## src/rtl/seq_mult_pkg.sv

```systemverilog
// seq_mult_pkg: shared FSM state type and width helpers for the sequential multiplier
package seq_mult_pkg;

  typedef enum logic [1:0] {IDLE, BUSY, DONE} state_e;

  // Counter width able to hold the value WIDTH.
  function automatic int cnt_width(input int width);
    return $clog2(width + 1);
  endfunction

  // Product width for a given operand width.
  function automatic int prod_width(input int width);
    return 2 * width;
  endfunction

endpackage

```

## src/rtl/seq_mult_step.sv

```systemverilog
// seq_mult_step: one add-shift step, adds mcand<<cnt into acc when the multiplier bit is set
module seq_mult_step #(
  parameter int WIDTH = 8,
  parameter int CNT_W = 4
) (
  input  logic [2*WIDTH-1:0] acc_i,
  input  logic [WIDTH-1:0]   mcand_i,
  input  logic               bit_i,
  input  logic [CNT_W-1:0]   cnt_i,
  output logic [2*WIDTH-1:0] acc_o
);

  logic [2*WIDTH-1:0] addend;

  // Partial product for the current multiplier bit, aligned to its weight
  always_comb begin
    addend = bit_i ? ({{WIDTH{1'b0}}, mcand_i} << cnt_i) : '0;
    acc_o  = acc_i + addend;
  end

endmodule

```

## src/rtl/seq_mult_hs.sv

```systemverilog
// seq_mult_hs: shift-add sequential multiplier with valid/ready handshakes,
// per-operation signed mode and synchronous abort.
// Optional: define SEQ_MULT_EARLY_TERM_EN to finish as soon as the remaining
// multiplier bits are all zero.
module seq_mult_hs
  import seq_mult_pkg::*;
#(
  parameter int WIDTH = 8
) (
  input  logic                 clk,
  input  logic                 reset_n,
  input  logic                 clr,
  input  logic                 in_valid,
  output logic                 in_ready,
  input  logic [WIDTH-1:0]     a,
  input  logic [WIDTH-1:0]     b,
  input  logic                 is_signed,
  output logic                 out_valid,
  input  logic                 out_ready,
  output logic [2*WIDTH-1:0]   p
);

  localparam int CNT_W = cnt_width(WIDTH);
  localparam int PW    = prod_width(WIDTH);

  state_e           state_q, state_d;
  logic [WIDTH-1:0] mcand_q, mcand_d;
  logic [WIDTH-1:0] mplier_q, mplier_d;
  logic [PW-1:0]    acc_q, acc_d;
  logic [CNT_W-1:0] cnt_q, cnt_d;
  logic             neg_q, neg_d;
  logic [PW-1:0]    p_q, p_d;
  logic [PW-1:0]    step_acc;
  logic [PW-1:0]    result;
  logic [WIDTH-1:0] a_mag, b_mag;
  logic             in_fire, out_fire, last;

  seq_mult_step #(.WIDTH(WIDTH), .CNT_W(CNT_W)) u_step (
    .acc_i   (acc_q),
    .mcand_i (mcand_q),
    .bit_i   (mplier_q[0]),
    .cnt_i   (cnt_q),
    .acc_o   (step_acc)
  );

  // Final step detection: fixed WIDTH steps, or stop once no set multiplier bits remain
  always_comb begin
`ifdef SEQ_MULT_EARLY_TERM_EN
    last = (mplier_q >> 1) == '0;
`else
    last = cnt_q == CNT_W'(WIDTH - 1);
`endif
  end

  // Handshake, operand magnitudes and FSM next-state / datapath updates
  always_comb begin
    in_ready  = (state_q == IDLE) | ((state_q == DONE) & out_ready);
    out_valid = state_q == DONE;
    in_fire   = in_valid & in_ready;
    out_fire  = out_valid & out_ready;
    a_mag     = (is_signed & a[WIDTH-1]) ? -a : a;
    b_mag     = (is_signed & b[WIDTH-1]) ? -b : b;
    result    = neg_q ? -step_acc : step_acc;
    state_d   = state_q;
    mcand_d   = mcand_q;
    mplier_d  = mplier_q;
    acc_d     = acc_q;
    cnt_d     = cnt_q;
    neg_d     = neg_q;
    p_d       = p_q;
    if (state_q == BUSY) begin
      acc_d    = step_acc;
      mplier_d = mplier_q >> 1;
      cnt_d    = cnt_q + 1'b1;
      if (last) begin
        p_d     = result;
        state_d = DONE;
      end
    end
    if (out_fire) state_d = IDLE;
    if (in_fire) begin
      mcand_d  = a_mag;
      mplier_d = b_mag;
      neg_d    = is_signed & (a[WIDTH-1] ^ b[WIDTH-1]);
      acc_d    = '0;
      cnt_d    = '0;
      state_d  = BUSY;
    end
    if (clr) begin
      state_d = IDLE;
      p_d     = p_q;
    end
  end

  // State and datapath registers
  always_ff @(posedge clk or negedge reset_n) begin
    if (!reset_n) begin
      state_q  <= IDLE;
      mcand_q  <= '0;
      mplier_q <= '0;
      acc_q    <= '0;
      cnt_q    <= '0;
      neg_q    <= 1'b0;
      p_q      <= '0;
    end else begin
      state_q  <= state_d;
      mcand_q  <= mcand_d;
      mplier_q <= mplier_d;
      acc_q    <= acc_d;
      cnt_q    <= cnt_d;
      neg_q    <= neg_d;
      p_q      <= p_d;
    end
  end

  assign p = p_q;

endmodule
```

## config.mk

```make
export PLATFORM = sky130hd
export DESIGN_NAME = seq_mult_hs
export DESIGN_NICKNAME = d
export VERILOG_FILES = /design/src/rtl/seq_mult_pkg.sv /design/src/rtl/seq_mult_step.sv /design/src/rtl/seq_mult_hs.sv
export SDC_FILE = /design/constraint.sdc
export NUM_CORES = 1
export LEC_CHECK = 0
export ABC_AREA = 1
export BUFFER_PORTS_ARGS = -buffer_cell sky130_fd_sc_hd__buf_2
export CAP_MARGIN = 20
export CORE_MARGIN = 5
export CORE_UTILIZATION = 50
export DETAILED_ROUTE_END_ITERATION = 12
export GPL_ROUTABILITY_DRIVEN = 1
export PLACE_DENSITY = 0.69
export SKIP_CTS_REPAIR_TIMING = 1
export SKIP_LAST_GASP = 1
export SYNTH_ARGS = -nofsm -noshare
export SYNTH_HDL_FRONTEND = slang
export SYNTH_HIERARCHICAL = 1
export SYNTH_SLANG_ARGS = --single-unit
```

## constraint.sdc

```tcl
create_clock -name clk -period 3.4 [get_ports clk]
set_input_delay 0.34 -clock clk [delete_from_list [all_inputs] [get_ports clk]]
set_output_delay 0.34 -clock clk [all_outputs]
set_load 0.05 [all_outputs]
```

After elaboration in Yosys (flattened, before gate mapping)
Cells that the tools add are included.
{"block": "op_classes", "shifts": 1, "bitwise_logic": 8, "reduce_logical": 6, "muxes": 15, "n_div": 0, "n_mul": 0, "add_sub_neg": 5, "n_eq_ne": 3, "magnitude_cmp": 0}
{"op": "two-way mux 16 bit", "count": 4}
{"op": "two-way mux 8 bit", "count": 4}
{"op": "adder 16 bit", "count": 1}
{"op": "negation 16 bit", "count": 1}
{"op": "negation 8 bit", "count": 2}
{"op": "<< shifter 8 x 4 -> 16 bit", "count": 1}
{"op": "two-way mux 2 bit", "count": 5}
{"op": "two-way mux 4 bit", "count": 2}
{"op": "nonzero test 4 bit", "count": 2}
{"op": "bitwise AND 1 bit", "count": 5}
{"op": "adder 4 x 1 -> 4 bit, second input constant", "count": 1}
{"op": "equality test 4 x 3 -> 1 bit, second input constant", "count": 1}
{"op": "AND reduction 3 bit", "count": 1}
{"op": "equality test 2 x 1 -> 1 bit, second input constant", "count": 1}
{"op": "equality test 2 bit, second input constant", "count": 1}
{"op": "logical NOT 2 bit", "count": 1}
{"op": "AND reduction 2 bit", "count": 1}
{"op": "nonzero test 2 bit", "count": 1}
{"op": "inverter 1 bit", "count": 1}
{"op": "OR 1 bit", "count": 1}
{"op": "bitwise XOR 1 bit", "count": 1}
{"block": "totals", "input_bits": 22, "wordCells": 45, "latchBits": 0, "rom_bits": 0, "ff_bits": 55, "output_inout_bits": 18, "mem_count": 0, "ram_bits": 0}

Logic depth before layout (Yosys ltp)
{"block": "logic_depth", "ltp_word": 6, "ltp_mapped": 25, "depth_no_buf": 25}

Modules after synthesis
The synthesis kept the hierarchy.
{"mod": "seq_mult_hs", "cells_per_inst": 357, "seq_area_each_um2": 1376.3, "instances": 1, "area_per_inst_um2": 2879.0}
{"mod": "seq_mult_step", "cells_per_inst": 252, "seq_area_each_um2": 0.0, "instances": 1, "area_per_inst_um2": 1372.6}

Worst setup path before layout
Ideal clock, no wire load.
{"block": "synth_path", "kind": "register -> register", "from": "reg cnt_q[1]", "to": "reg p_q[7] (netlist: p[7])", "required_time_ns": 3.282, "slack_ns": 0.371, "period_less_slack_ns": 3.029, "n_path_buf": 2, "t_arrival_ns": 2.911, "stages_incl_launch_ff": 21, "setup_time_ns": 0.118, "path_cell_list": "dfrtp_1 -> buf_6 -> inv_4 -> buf_6 -> nand3_1 -> nor3_1 -> ha_1 -> inv_1 -> fa_1 -> inv_1 -> nand3_1 -> nand2_2 -> nand2_2 -> nand2_4 -> xor2_1 -> nor2_1 -> nand2_1 -> o21ai_0 -> or2_2 -> nand3_1 -> nand2_1"}
{"block": "synth_between", "elab_chain_cells": 5, "word_cells_on_any_way": 7, "classes_between": "add/sub: 2; eq/ne: 1; shift: 1; mux: 2; reduce/logical: 1"}
{"item": "from (decl)", "line": "seq_mult_hs.sv:30", "text": "logic [CNT_W-1:0] cnt_q, cnt_d;"}
{"item": "from (signal assigned)", "line": "seq_mult_hs.sv:110", "text": "cnt_q <= cnt_d;"}
{"item": "<< shifter 8 x 4 -> 16 bit", "line": "seq_mult_step.sv:17", "text": "addend = bit_i ? ({{WIDTH{1'b0}}, mcand_i} << cnt_i) : '0;"}
{"item": "two-way mux 16 bit", "line": "seq_mult_step.sv:17"}
{"item": "adder 16 bit", "line": "seq_mult_step.sv:18", "text": "acc_o = acc_i + addend;"}
{"item": "net step_acc[6]", "line": "seq_mult_hs.sv:33", "text": "logic [PW-1:0] step_acc;"}
{"item": "negation 16 bit", "line": "seq_mult_hs.sv:63", "text": "result = neg_q ? -step_acc : step_acc;"}
{"item": "two-way mux 16 bit", "line": "seq_mult_hs.sv:63"}
{"item": "to (signal assigned)", "line": "seq_mult_hs.sv:112", "text": "p_q <= p_d;"}
{"item": "to (decl)", "line": "seq_mult_hs.sv:32", "text": "logic [PW-1:0] p_q, p_d;"}
The timed path passes the listed nets, and every way through them passes these cells.
A chain may end at the register's enable or synchronous reset.

Worst setup path in the final report
{"block": "layout_path", "from": "reg cnt_q[0]", "to": "reg p_q[13] (netlist: p[13])"}
Same word-level chain as after synthesis.

==> metrics <==
clk buf depth=2; Die X=102 um; hold crit path type=input port to async pin; routed vias=4057; final WL=10400 um; GPL Wtd Cong=0.922; Final nets=697; critical path's top delay family=simple AND/OR/NAND/NOR gates; Finished Core Util=57.7%; fin crit share=94.4%; # clock sinks=55; minimum clock period=3210 ps; static leakage=0.00261 uW; Syn Area/Cell=6.98 um2; first-pass GRT wire length=17400 um; vias in the first global route=3780; clock skew=11.0 ps; synth cell count leaders=173 x nand2_1, 79 x inv_1, 55 x dfrtp_1; Initial Util=51.5%; Synth top area share=32.4%; initial antenna violation count=0; H-tree lvl count=2; sum of buffers and inverters on the critical path=1; Routed Antenna Nets=0; post-route DRC violation count=0; Fillers=821; FF+latch count, synth=55; overall power=2750 uW; Reg-to-Reg Start=cnt_q[0]; Worst Path Arrival=3430 ps; slowest stage delay, CP=480 ps; Async S/R FF share, synth=100%; Crit Path Class=register to register; Via density=5.33; worst slew pin tran=766 ps; setup slack, reg-to-reg=190 ps; initial DRC count=237; IO Pins=40; DR WL/cell=13.7 um; Hold Fails Final Rpt=0; Synth area leaders=dfrtp_1 32%, nand2_1 15%, inv_1 7.0%; capture point of the worst reg-to-reg path=p[13]; largest net degree at the start of global routing=35; layout cells sized above 1=17.1%; Post-Syn Instances=609; Total Routing Usage GR=20.7%; CTS buffer count=5; register area share after synthesis=32.4%; Slew Viols, Final=0; clock slew at reported path FFs=110 ps; IO Port Bufs=39; area grow syn2layout=12.0%; total grt overflow=0; Critical-path top delay cell=dfrtp_2; TritonRoute pass-1 iters=5; reg2reg path depth=16; CTS tree=built; startpoint types=register; Syn Std Cell Area=4250 um2; Synth area leader=dfrtp_1; core area=8260 um2; Required @ worst endpoint=3620 ps; Max VDD drop=0.000253 V; Slew HR=48.9%; status=completed; Setup TNS Final=0 ps; Antenna Diode Count=0; CP most frequent cell=nand2_1; Site Rows=33; Worst setup EP type=register; Finish-stage setup viols=0; Die H=102 um; CP Max Fanout=9; Syn. warnings=6; post-synthesis cell type count=42; DP HPWL=8150 um; max-cap violations=0; FMAX=311 MHz; Net Count, Synth=651; Die ar.=10400 um2; PD cells=578 nW/um2; area of the multi-input gates=2530 um2; fin cells=761; Critical Path, Cell by Cell=inv_4 -> nand2_1 -> nand3_1 -> nand3_1 -> a21oi_1 -> ha_1 -> a21oi_1 -> o21ai_0 -> nand3b_1 -> xor2_2 -> nor3_2 -> nand3b_1 -> nand2_1 -> nand2_1 -> nand3_1 -> nand2_1; top_reg_cell synth=dfrtp_1; Worst-Skew Late Latency=320 ps; post-placement cell count=751; Seq. cell area=1380 um2; number of synthesized flops with an enable pin=0; top-count cell post-synth=nand2_1; clk root buf=clkbuf_8; RSZ-0062 raised after global routing=true
-- per-stage QoR --
| step | hold WS, ps | worst slack [ps] | instance area (um2) |
|---|---|---|---|
| after floorplan | 44.4 | 371 | 4250 |
| after global placement | 459 | 107 | 4570 |
| after detailed placement | 460 | 67.6 | 4570 |
| after CTS | 122 | 49.1 | 4660 |
| after global routing | 164 | -40.3 | 4760 |
| final | 81.7 | 189 | 4760 |
-- logic make-up after synthesis --
| family | count (synthesis) | synth area share (%) |
|---|---|---|
| AO/OA/AOI/OAI | 102 | 14.5 |
| XOR/XNOR | 24 | 4.94 |
| adder cells (fa/ha/maj) | 20 | 6.06 |
| buffers and inverters | 99 | 9.92 |
| flip-flops | 55 | 32.4 |
| AND/OR/NAND/NOR | 309 | 32.2 |
-- layer usage --
layer  up-vias  wire [um]  global-route usage, %
li1       2066          -                      -
met2       104       5010                   34.8
met5         -          0                      0
met4         0        255                   7.27
met3        23        429                   2.53
met1      1864       4710                   27.4
-- layout make-up --
type / instances / share of cell area (%)
multi-input cells: 455 / 53.2
inverters: 85 / 6.83
clock buffers: 5 / 1.45
flip-flops and latches: 55 / 29.0
repair buffers: 53 / 6.31
well taps: 105 / 2.76
clock inverters: 3 / 0.499
-- flip-flops by register name, indices dropped and copies added, names as in the netlist --
signal / count
mcand_q: 8
neg_q: 1
mplier_q: 8
acc_q: 16
state_q: 2
p: 16
cnt_q: 4
-- cell usage in the layout, fill, tap and decap left out, types with 5 or more instances in the layout --
| cell | n |
|---|---|
| xor2_1 | 16 |
| nand2_1 | 172 |
| ha_1 | 17 |
| xor2_2 | 5 |
| nor2_1 | 43 |
| o21ai_2 | 5 |
| nand4_1 | 9 |
| buf_2 | 39 |
| dfrtp_1 | 53 |
| nand2_2 | 10 |
| a21oi_1 | 20 |
| nand3_1 | 50 |
| o21ai_1 | 5 |
| buf_4 | 14 |
| a22oi_1 | 19 |
| o21ai_0 | 37 |
| clkbuf_8 | 5 |
| inv_1 | 79 |
-- report_power, final --
part           leakage [uW]  switching, uW  internal [uW]
registers          0.000710           97.1            755
clock network     0.0000461            235            149
logic               0.00186            960            555
total               0.00261           1290           1460
-- worst max-delay path by stage --
stage	startpoint	to	slack, ps	cells past startpoint
floorplan	cnt_q[1]	p[7]	370	20
detailed placement	cnt_q[0]	p[13]	70	18
finish	cnt_q[0]	p[13]	190	16
CTS	cnt_q[0]	p[13]	50	18
global route	cnt_q[0]	p[13]	-40	16
global placement	cnt_q[0]	p[13]	110	18
No activity file was read; power rests on OpenSTA's default activity.
